$ cat src/rtl/adc_seq_pkg.sv
`default_nettype none
// ----------------------------------------------------------------------------
// adc_seq_pkg : shared types, defaults and frame-length helper for the ADC
//               sample sequencer.  Rev 1.0
// ----------------------------------------------------------------------------
package adc_seq_pkg;

  localparam int c_width         = 12;
  localparam int c_half_div      = 2;
  localparam int c_quiet         = 4;
  localparam int c_sample_period = 64;

  typedef enum logic [2:0] {
    S_IDLE     = 3'd0,
    S_SETUP    = 3'd1,
    S_SHIFT_LO = 3'd2,
    S_SHIFT_HI = 3'd3,
    S_QUIET    = 3'd4
  } seq_state_t;

  // Clock cycles from the tick cycle until the FSM is back in IDLE.
  function automatic int frame_len(input int width, input int half_div, input int quiet);
    return 1 + half_div + 2 * half_div * (width + 1) + quiet;
  endfunction

endpackage
`default_nettype wire

$ cat src/rtl/adc_rate_timer.sv
`default_nettype none
// ----------------------------------------------------------------------------
// adc_rate_timer : conversion tick generator; counter holds at zero while
//                  disabled.  Rev 1.0
// ----------------------------------------------------------------------------
module adc_rate_timer
  import adc_seq_pkg::*;
#(
  parameter int SAMPLE_PERIOD = c_sample_period
) (
  input  logic clk,
  input  logic rst_n,
  input  logic enable,
  output logic tick
);

  localparam int                 c_cnt_w = $clog2(SAMPLE_PERIOD + 1);
  localparam logic [c_cnt_w-1:0] c_last  = c_cnt_w'(SAMPLE_PERIOD - 1);

  logic [c_cnt_w-1:0] r_count;

  always_ff @(posedge clk or negedge rst_n) begin
    if (!rst_n) begin
      r_count <= '0;
    end else if (!enable || (r_count == c_last)) begin
      r_count <= '0;
    end else begin
      r_count <= r_count + c_cnt_w'(1);
    end
  end

  assign tick = enable && (r_count == c_last);

endmodule
`default_nettype wire

$ cat src/rtl/adc_sample_sequencer.sv
`default_nettype none
// ----------------------------------------------------------------------------
// adc_sample_sequencer : ADS7883-style serial ADC frame sequencer with a
//                        valid/ready sample stream.  Rev 1.0
// ----------------------------------------------------------------------------
module adc_sample_sequencer
  import adc_seq_pkg::*;
#(
  parameter int WIDTH         = c_width,
  parameter int HALF_DIV      = c_half_div,
  parameter int QUIET         = c_quiet,
  parameter int SAMPLE_PERIOD = c_sample_period,
  parameter bit STRICT_PERIOD = 1'b1
) (
  input  logic             clk,
  input  logic             rst_n,
  input  logic             enable,
  output logic             adc_cs_n,
  output logic             adc_sclk,
  input  logic             adc_sd,
  output logic [WIDTH-1:0] sample_data,
  output logic             sample_valid,
  input  logic             sample_ready,
  output logic             busy,
  output logic             overrun,
  output logic             missed_tick,
  input  logic             status_clear
);

  localparam int c_cnt_max = (HALF_DIV > QUIET) ? HALF_DIV : QUIET;
  localparam int c_cnt_w   = $clog2(c_cnt_max + 1);
  localparam int c_bit_w   = $clog2(WIDTH + 1);
  localparam logic [c_cnt_w-1:0] c_half_last  = c_cnt_w'(HALF_DIV - 1);
  localparam logic [c_cnt_w-1:0] c_quiet_last = c_cnt_w'(QUIET - 1);
  localparam logic [c_bit_w-1:0] c_bit_last   = c_bit_w'(WIDTH);

  generate
    if (HALF_DIV < 1 || QUIET < 1) begin : g_bad_timing
      $error("adc_sample_sequencer: HALF_DIV and QUIET must be >= 1");
    end
    // Overlapping periods are only legal when deliberately relaxed; missed_tick then reports them.
    if (STRICT_PERIOD && (SAMPLE_PERIOD < frame_len(WIDTH, HALF_DIV, QUIET))) begin : g_bad_period
      $error("adc_sample_sequencer: SAMPLE_PERIOD shorter than one frame");
    end
  endgenerate

  seq_state_t         r_state;
  logic [c_cnt_w-1:0] r_half;
  logic [c_bit_w-1:0] r_bit;
  logic [WIDTH-1:0]   r_shift;
  logic               w_tick;
  logic               w_half_done;
  logic               w_load;

  adc_rate_timer #(
    .SAMPLE_PERIOD(SAMPLE_PERIOD)
  ) u_rate_timer (
    .clk   (clk),
    .rst_n (rst_n),
    .enable(enable),
    .tick  (w_tick)
  );

  assign w_half_done = (r_half == c_half_last);
  assign w_load      = (r_state == S_SHIFT_HI) && w_half_done && (r_bit == c_bit_last);

  always_ff @(posedge clk or negedge rst_n) begin
    if (!rst_n) begin
      r_state  <= S_IDLE;
      r_half   <= '0;
      r_bit    <= '0;
      r_shift  <= '0;
      adc_cs_n <= 1'b1;
      adc_sclk <= 1'b1;
      busy     <= 1'b0;
    end else begin
      case (r_state)
        S_IDLE: begin
          if (w_tick) begin
            r_state  <= S_SETUP;
            r_half   <= '0;
            adc_cs_n <= 1'b0;
            busy     <= 1'b1;
          end
        end
        S_SETUP: begin
          if (w_half_done) begin
            r_state  <= S_SHIFT_LO;
            r_half   <= '0;
            r_bit    <= '0;
            adc_sclk <= 1'b0;
          end else begin
            r_half <= r_half + c_cnt_w'(1);
          end
        end
        S_SHIFT_LO: begin
          if (w_half_done) begin
            // The leading zero eventually falls off the top of the WIDTH-bit register.
            r_state  <= S_SHIFT_HI;
            r_half   <= '0;
            adc_sclk <= 1'b1;
            r_shift  <= WIDTH'({r_shift, adc_sd});
          end else begin
            r_half <= r_half + c_cnt_w'(1);
          end
        end
        S_SHIFT_HI: begin
          if (w_half_done) begin
            r_half <= '0;
            if (r_bit == c_bit_last) begin
              r_state  <= S_QUIET;
              adc_cs_n <= 1'b1;
            end else begin
              r_state  <= S_SHIFT_LO;
              r_bit    <= r_bit + c_bit_w'(1);
              adc_sclk <= 1'b0;
            end
          end else begin
            r_half <= r_half + c_cnt_w'(1);
          end
        end
        S_QUIET: begin
          if (r_half == c_quiet_last) begin
            r_state <= S_IDLE;
            r_half  <= '0;
            busy    <= 1'b0;
          end else begin
            r_half <= r_half + c_cnt_w'(1);
          end
        end
        default: begin
          r_state  <= S_IDLE;
          r_half   <= '0;
          adc_cs_n <= 1'b1;
          adc_sclk <= 1'b1;
          busy     <= 1'b0;
        end
      endcase
    end
  end

  always_ff @(posedge clk or negedge rst_n) begin
    if (!rst_n) begin
      sample_data  <= '0;
      sample_valid <= 1'b0;
      overrun      <= 1'b0;
      missed_tick  <= 1'b0;
    end else begin
      if (w_load) begin
        sample_data  <= r_shift;
        sample_valid <= 1'b1;
      end else if (sample_valid && sample_ready) begin
        sample_valid <= 1'b0;
      end

      if (w_load && sample_valid && !sample_ready) begin
        overrun <= 1'b1;
      end else if (status_clear) begin
        overrun <= 1'b0;
      end

      if (w_tick && (r_state != S_IDLE)) begin
        missed_tick <= 1'b1;
      end else if (status_clear) begin
        missed_tick <= 1'b0;
      end
    end
  end

endmodule
`default_nettype wire

$ cat config.mk
export PLATFORM = sky130hd
export DESIGN_NAME = adc_sample_sequencer
export DESIGN_NICKNAME = d
export VERILOG_FILES = /design/src/rtl/adc_seq_pkg.sv /design/src/rtl/adc_rate_timer.sv /design/src/rtl/adc_sample_sequencer.sv
export SDC_FILE = /design/constraint.sdc
export NUM_CORES = 1
export LEC_CHECK = 0
export ABC_AREA = 1
export CAP_MARGIN = 20
export CORE_MARGIN = 10
export CORE_UTILIZATION = 30
export CTS_CLUSTER_SIZE = 12
export DETAILED_ROUTE_END_ITERATION = 10
export PLACE_DENSITY = 0.54
export SLEW_MARGIN = 10
export SYNTH_ARGS = -nofsm -noshare
export SYNTH_HDL_FRONTEND = slang
export SYNTH_SLANG_ARGS = --single-unit
$ cat constraint.sdc
create_clock -name clk -period 2.9 [get_ports clk]
set_clock_uncertainty 0.2 [all_clocks]
set_input_delay 0.725 -clock clk [delete_from_list [all_inputs] [get_ports clk]]
set_output_delay 0.725 -clock clk [all_outputs]
set_load 0.05 [all_outputs]
# --- After elaboration in Yosys (flattened, before gate mapping) ---
# Cells that the tools add are included.
totals:
  regBits: 47
  in_bits: 6
  output_inout_bits: 18
op_classes:
  addsub: 3
  eq_ne: 15
  n_mux: 33
  bitwise_logic: 3
  n_reduce_logical: 25
op_table:
  columns: ["op", "n"]
  rows:
  - ["$mux 3", 9]
  - ["$pmux 3 s5", 1]
  - ["$mux 1", 14]
  - ["$mux 4", 3]
  - ["$ne 2x2->1 const B", 6]
  - ["$reduce_and 5->1", 2]
  - ["$eq 3x2->1 const B", 3]
  - ["$pmux 3 s3", 1]
  - ["$pmux 4 s2", 1]
  - ["$reduce_and 4->1", 2]
  - ["$reduce_bool 2->1", 4]
  - ["$add 7x1->7 const B", 1]
  - ["$eq 7x6->1 const B", 1]
  - ["$logic_and 1x1->1", 7]
  - ["$mux 7", 1]
  - ["$eq 3x1->1 const B", 2]
  - ["$pmux 1 s3", 2]
  - ["$reduce_or 3->1", 2]
  - ["$add 4x1->4 const B", 1]
  - ["$eq 4x4->1 const B", 1]
  - ["$pmux 1 s4", 1]
  - ["$add 3x1->3 const B", 1]
  - ["$eq 3x3->1 const B", 1]
  - ["$logic_not 3->1", 1]
  - ["8 further kinds", 11]

# --- Logic depth before layout (Yosys ltp) ---
logic_depth:
  word_depth: 6
  mapped_depth: 10
  ltp_nobuf: 9

# --- Modules after synthesis ---
# A second synthesis with hierarchy kept.
unflattened:
  cells_unflattened: 240
  hier_area_um2: 2192.1
by_module_without_submodules:
  columns: ["module", "n_inst", "cells_per_inst", "area_each_um2"]
  rows:
  - ["adc_sample_sequencer", 1, 206, 1855.5]
  - ["adc_rate_timer", 1, 34, 336.6]

# --- Least setup slack after synthesis ---
# Ideal clock, no wire load.
synth_timing:
  path_kind: "reg-to-reg"
  start: "reg r_bit[0]"
  end: "reg sample_data[10]"
  setup_ps: 119
  arrival_ps: 1275
  required_ps: 2581
  path_slack_ps: 1306
  stages_incl_launch_ff: 11
  path_buffers: 1
  path_cell_list: "dfrtp_1 -> inv_1 -> ha_1 -> nand2_1 -> nor2_2 -> nand2_2 -> nor2_4 -> inv_4 -> buf_6 -> nand2_2 -> o21ai_2"
synth_between:
  elab_chain_cells: 2
synth_lines:
  columns: ["element", "line_no", "rtl"]
  rows:
  - ["start: declaration", "adc_sample_sequencer.sv:49", "logic [c_bit_w-1:0] r_bit;"]
  - ["start signal: assignment", "adc_sample_sequencer.sv:115", "r_bit <= r_bit + c_bit_w'(1);"]
  - ["$eq 4x4->1", "adc_sample_sequencer.sv:65", "assign w_load = (r_state == S_SHIFT_HI) && w_half_done && (r_bit == c_bit_last);"]
  - ["$logic_and 1x1->1", "adc_sample_sequencer.sv:65", null]
  - ["end signal: assignment", "adc_sample_sequencer.sv:150", "sample_data <= r_shift;"]
  - ["end: declaration", "adc_sample_sequencer.sv:21", "output logic [WIDTH-1:0] sample_data,"]
# No other way between the ends.
# A chain may end at the register's enable or synchronous reset.

# --- Worst setup path after layout ---
layout_timing:
  start: "reg adc_cs_n"
  end: "out adc_cs_n"
layout_lines:
  columns: ["element", "line_no", "rtl"]
  rows:
  - ["start: declaration", "adc_sample_sequencer.sv:18", "output logic adc_cs_n,"]
  - ["start signal: assignment", "adc_sample_sequencer.sv:73", "adc_cs_n <= 1'b1;"]
  - ["start signal: assignment", "adc_sample_sequencer.sv:82", "adc_cs_n <= 1'b0;"]
  - ["start signal: assignment", "adc_sample_sequencer.sv:112", "adc_cs_n <= 1'b1;"]
# No word-level cell between the ends.

==> results.yml <==
place:
  placed_cells: 341
  portBuffers: 23
  gp_congestion: 0.804
  pre_cts_slack_ps: 661
  dp_hpwl_um: 2680
detailed_routing:
  drt_iter0_markers: 93
  postRouteWirelength_um: 3790
  routed_via_density: 4.20
  dr.pass1.iters: 4
  drtAntennaViolNets: 0
  wl_per_cell_um: 10.9
  vias: 1465
  drc: 0
final_layout:
  drive_gt1_frac: 0.178
  num-fill-cells: 725
  instances_no_fill: 349
  synthToLayoutAreaGrowth_pct: 19.3
  fin_nets: 265
  post-route-util: 0.371
  diodes: 0
yosys:
  synth_xor_area_frac: 0.00824
  synth_top_cell_area_share: 0.530
  synthesis.area_mm2: 0.00213
  syn_area_per_cell_um2: 9.45
  synthFlopType: "dfrtp_1"
  async_flop_share: 1.00
  synth_fa_ha_area_frac: 0.0412
  synth_compound_area_frac: 0.118
  synth.net_count: 238
  synth.distinct_cells: 29
  ys_warn_count: 0
  synth_simple_gate_area_share: 0.204
  syn_inst: 225
  synth_edf_count: 0
  synth_top_cell_by_area: "dfrtp_1"
  synthMuxAreaShare: 0
  ys_seq_elements: 47
  synth_top_family_by_area: "simple AND/OR/NAND/NOR gates"
  ys_seq_area_frac: 0.554
  yosys-top-cells-area: "dfrtp_1 53%, nand2_1 8.1%, inv_1 4.6%"
run:
  drv_cap: 0
worst_setup_path:
  max_stage_delay_ps: 800
  cp-end-kind: "primary output"
  path_class: "flip-flop to primary output"
  path_depth: 1
  critPathMaxFanout: 2
  timing.rr.end: "sample_data[5]"
  worstSetupStartpoint: "adc_cs_n"
  worst-path-buf-inv: 1
  crit_family: "buffers and inverters"
  r2r_slack_ps: 1210
  worstPathRequired_ps: 1980
  path_cells: "clkdlybuf4s50_1"
  r2r_start: "r_bit[0]"
  crit_end: "adc_cs_n"
  r2r_cells: 9
  cp.arrival_ps: 1640
  critPathSlowestCell: "clkdlybuf4s50_1"
  start_kind: "flip-flop"
floorplanning:
  die_h_um: 104
  pin_count: 24
  rows: 30
  core_mm2: 0.00683
  initial_utilization: 0.311
  die-area_mm2: 0.0109
  die_x_um: 104
clock_tree:
  clk_pin_slew_ps: 90
  cts_sinks: 47
  cts_root_buffer: "clkbuf_8"
  cts_tree: "yes"
  clock_path_buffers: 2
  cts_resized: 0
  worstSkewPairLatency_ps: 300
  cts_made_buffers: 5
  post_cts_buffers: 0
  htree_levels: 2
  holdBufCountCts: 0
timing:
  finalSetupTns_ps: 0
  period_minus_slack_ps: 2560
  fin_ws_ps: 338
  slew_headroom: 0.597
  fin_crit_sh: 0.883
  worstMarginPinSlew_ps: 605
  hold_violations: 0
  setup_viol_count_final: 0
  drv_slew: 0
  rsz0062_at_grt: "false"
  max_freq_mhz: 390
pwr:
  vdd_drop_max_uv: 190
  pwr-share-seq: 0.593
  clockPowerShare: 0.371
  p_leak_nw: 1.25
  p_per_area_mw_per_mm2: 447
  p_sw_frac: 0.228
  fin_total_pwr_mw: 1.13
  p_sw_uw: 259
  pwr-share-comb: 0.036
  intPower_uw: 875
outcome:
  status: "finished, final reports clean"
global_routing:
  grt_pass1_vias: 1537
  overflow: 0
  grt_max_degree: 48
  antenna_found_initial: 0
  grt_pass1_wl_um: 7010
  grtUsageTotal: 0.0765
hold_path:
  worstHoldPathType: "flip-flop to flip-flop"
## kinds of logic (layout without fill, tap and decap cells)
kind of cell	after synthesis	count (layout)
adders and majority gates	7	7
AOI/OAI and AO/OA	39	39
buffers and inverters	35	63
xor gates and xnor gates	2	2
DFF	47	47
and+or+nand+nor	95	95
## through the flow
stage / cell area (um^2) / hold slack [ps]
2_1_floorplan: 2130 / 229
5_1_grt: 2540 / 294
6_report: 2540 / 259
4_1_cts: 2540 / 264
3_3_place_gp: 2440 / 251
3_5_place_dp: 2440 / 251
## cells in the mapped netlist, drive strengths merged, types with 2 or more instances
library cell  count
nand2            57
dfrtp            45
inv              31
o21ai            29
nor2             21
nand3            10
ha                7
a21oi             4
buf               4
nor3              3
o22ai             3
a31oi             2
dfstp             2
nand4             2
## flip-flops by register name (all words and copies together), names as in the netlist
register and count:
missed_tick 1, sample_data 12, r_half 3, r_shift 12, sample_valid 1, overrun 1, r_bit 4, adc_cs_n 1
r_state 3, u_rate_timer.r_count 7, adc_sclk 1, busy 1
## how the worst min path moves through the flow
stage / startpoint / endpoint / depth (start not counted) / slack, ps
finish: u_rate_timer.r_count[0] / u_rate_timer.r_count[0] / 1 / 260
global route: u_rate_timer.r_count[0] / u_rate_timer.r_count[0] / 1 / 290
CTS: u_rate_timer.r_count[0] / u_rate_timer.r_count[0] / 1 / 260
detailed placement: u_rate_timer.r_count[0] / u_rate_timer.r_count[0] / 1 / 250
global placement: u_rate_timer.r_count[0] / u_rate_timer.r_count[0] / 1 / 250
floorplan: rst_n / busy / 0 / 230
## power by group through the flow
stage | combinational [mW] | sequential (mW) | clock [mW]
after detailed placement | 0.0430 | 0.686 | 0
after floorplan | 0.0178 | 0.685 | 0
after global placement | 0.0425 | 0.685 | 0
after CTS | 0.0433 | 0.673 | 0.441
final | 0.0411 | 0.673 | 0.421
after global routing | 0.0489 | 0.675 | 0.464
## metal layers
layer	part of all wire	routed length, um	global-route usage	up-vias
li1	-	-	-	773
met1	0.49	1870	0.0957	656
met2	0.42	1600	0.113	31
met3	0.070	267	0.0347	5
met4	0.015	57	0.0268	0
met5	0	0	0	-
## worst reg2reg max path, stage by stage, from the launching register on
cell     delay (ps)
dfrtp_1         410
inv_1           120
ha_1            160
nand2_1          60
nor2_2          140
nand2_2          80
nor2_4          110
inv_4           140
nand2_1         120
o21ai_2          50
## layout make-up
class / count / area [um^2] / share of cell area
Timing Repair Buffer: 24 / 233 / 0.0918
Clock buffer: 6 / 82.6 / 0.0326
Inverter: 31 / 119 / 0.0469
Clock inverter: 2 / 13.8 / 0.00543
Multi-Input combinational cell: 143 / 790 / 0.311
Tap cell: 96 / 120 / 0.0474
Sequential cell: 47 / 1180 / 0.465
## cells in the final DEF (no fill, tap or decap)
master,synthesis,routed
nand3b_1,1,1
nand4_1,2,2
xor2_1,1,1
nor3_1,2,2
inv_1,26,26
buf_4,0,1
o21bai_1,1,1
o21ai_1,9,9
clkbuf_8,0,6
a31oi_1,2,2
nand2_2,11,11
inv_2,4,4
o21ai_2,11,11
buf_2,1,1
dfrtp_1,45,45
nor3_2,1,1
nor2_4,1,1
nand3_1,10,10
dfstp_2,2,2
o22ai_2,1,1
clkinv_2,0,1
nor2_2,3,3
clkdlybuf4s50_1,0,22
nand2_1,46,46
inv_6,0,1
o22ai_1,2,2
nor2_1,17,17
inv_4,1,1
ha_1,7,7
a21oi_1,4,4
nor3b_1,1,1
o21ai_0,9,9
xnor2_1,1,1
Power figures use the tool's default switching activity.
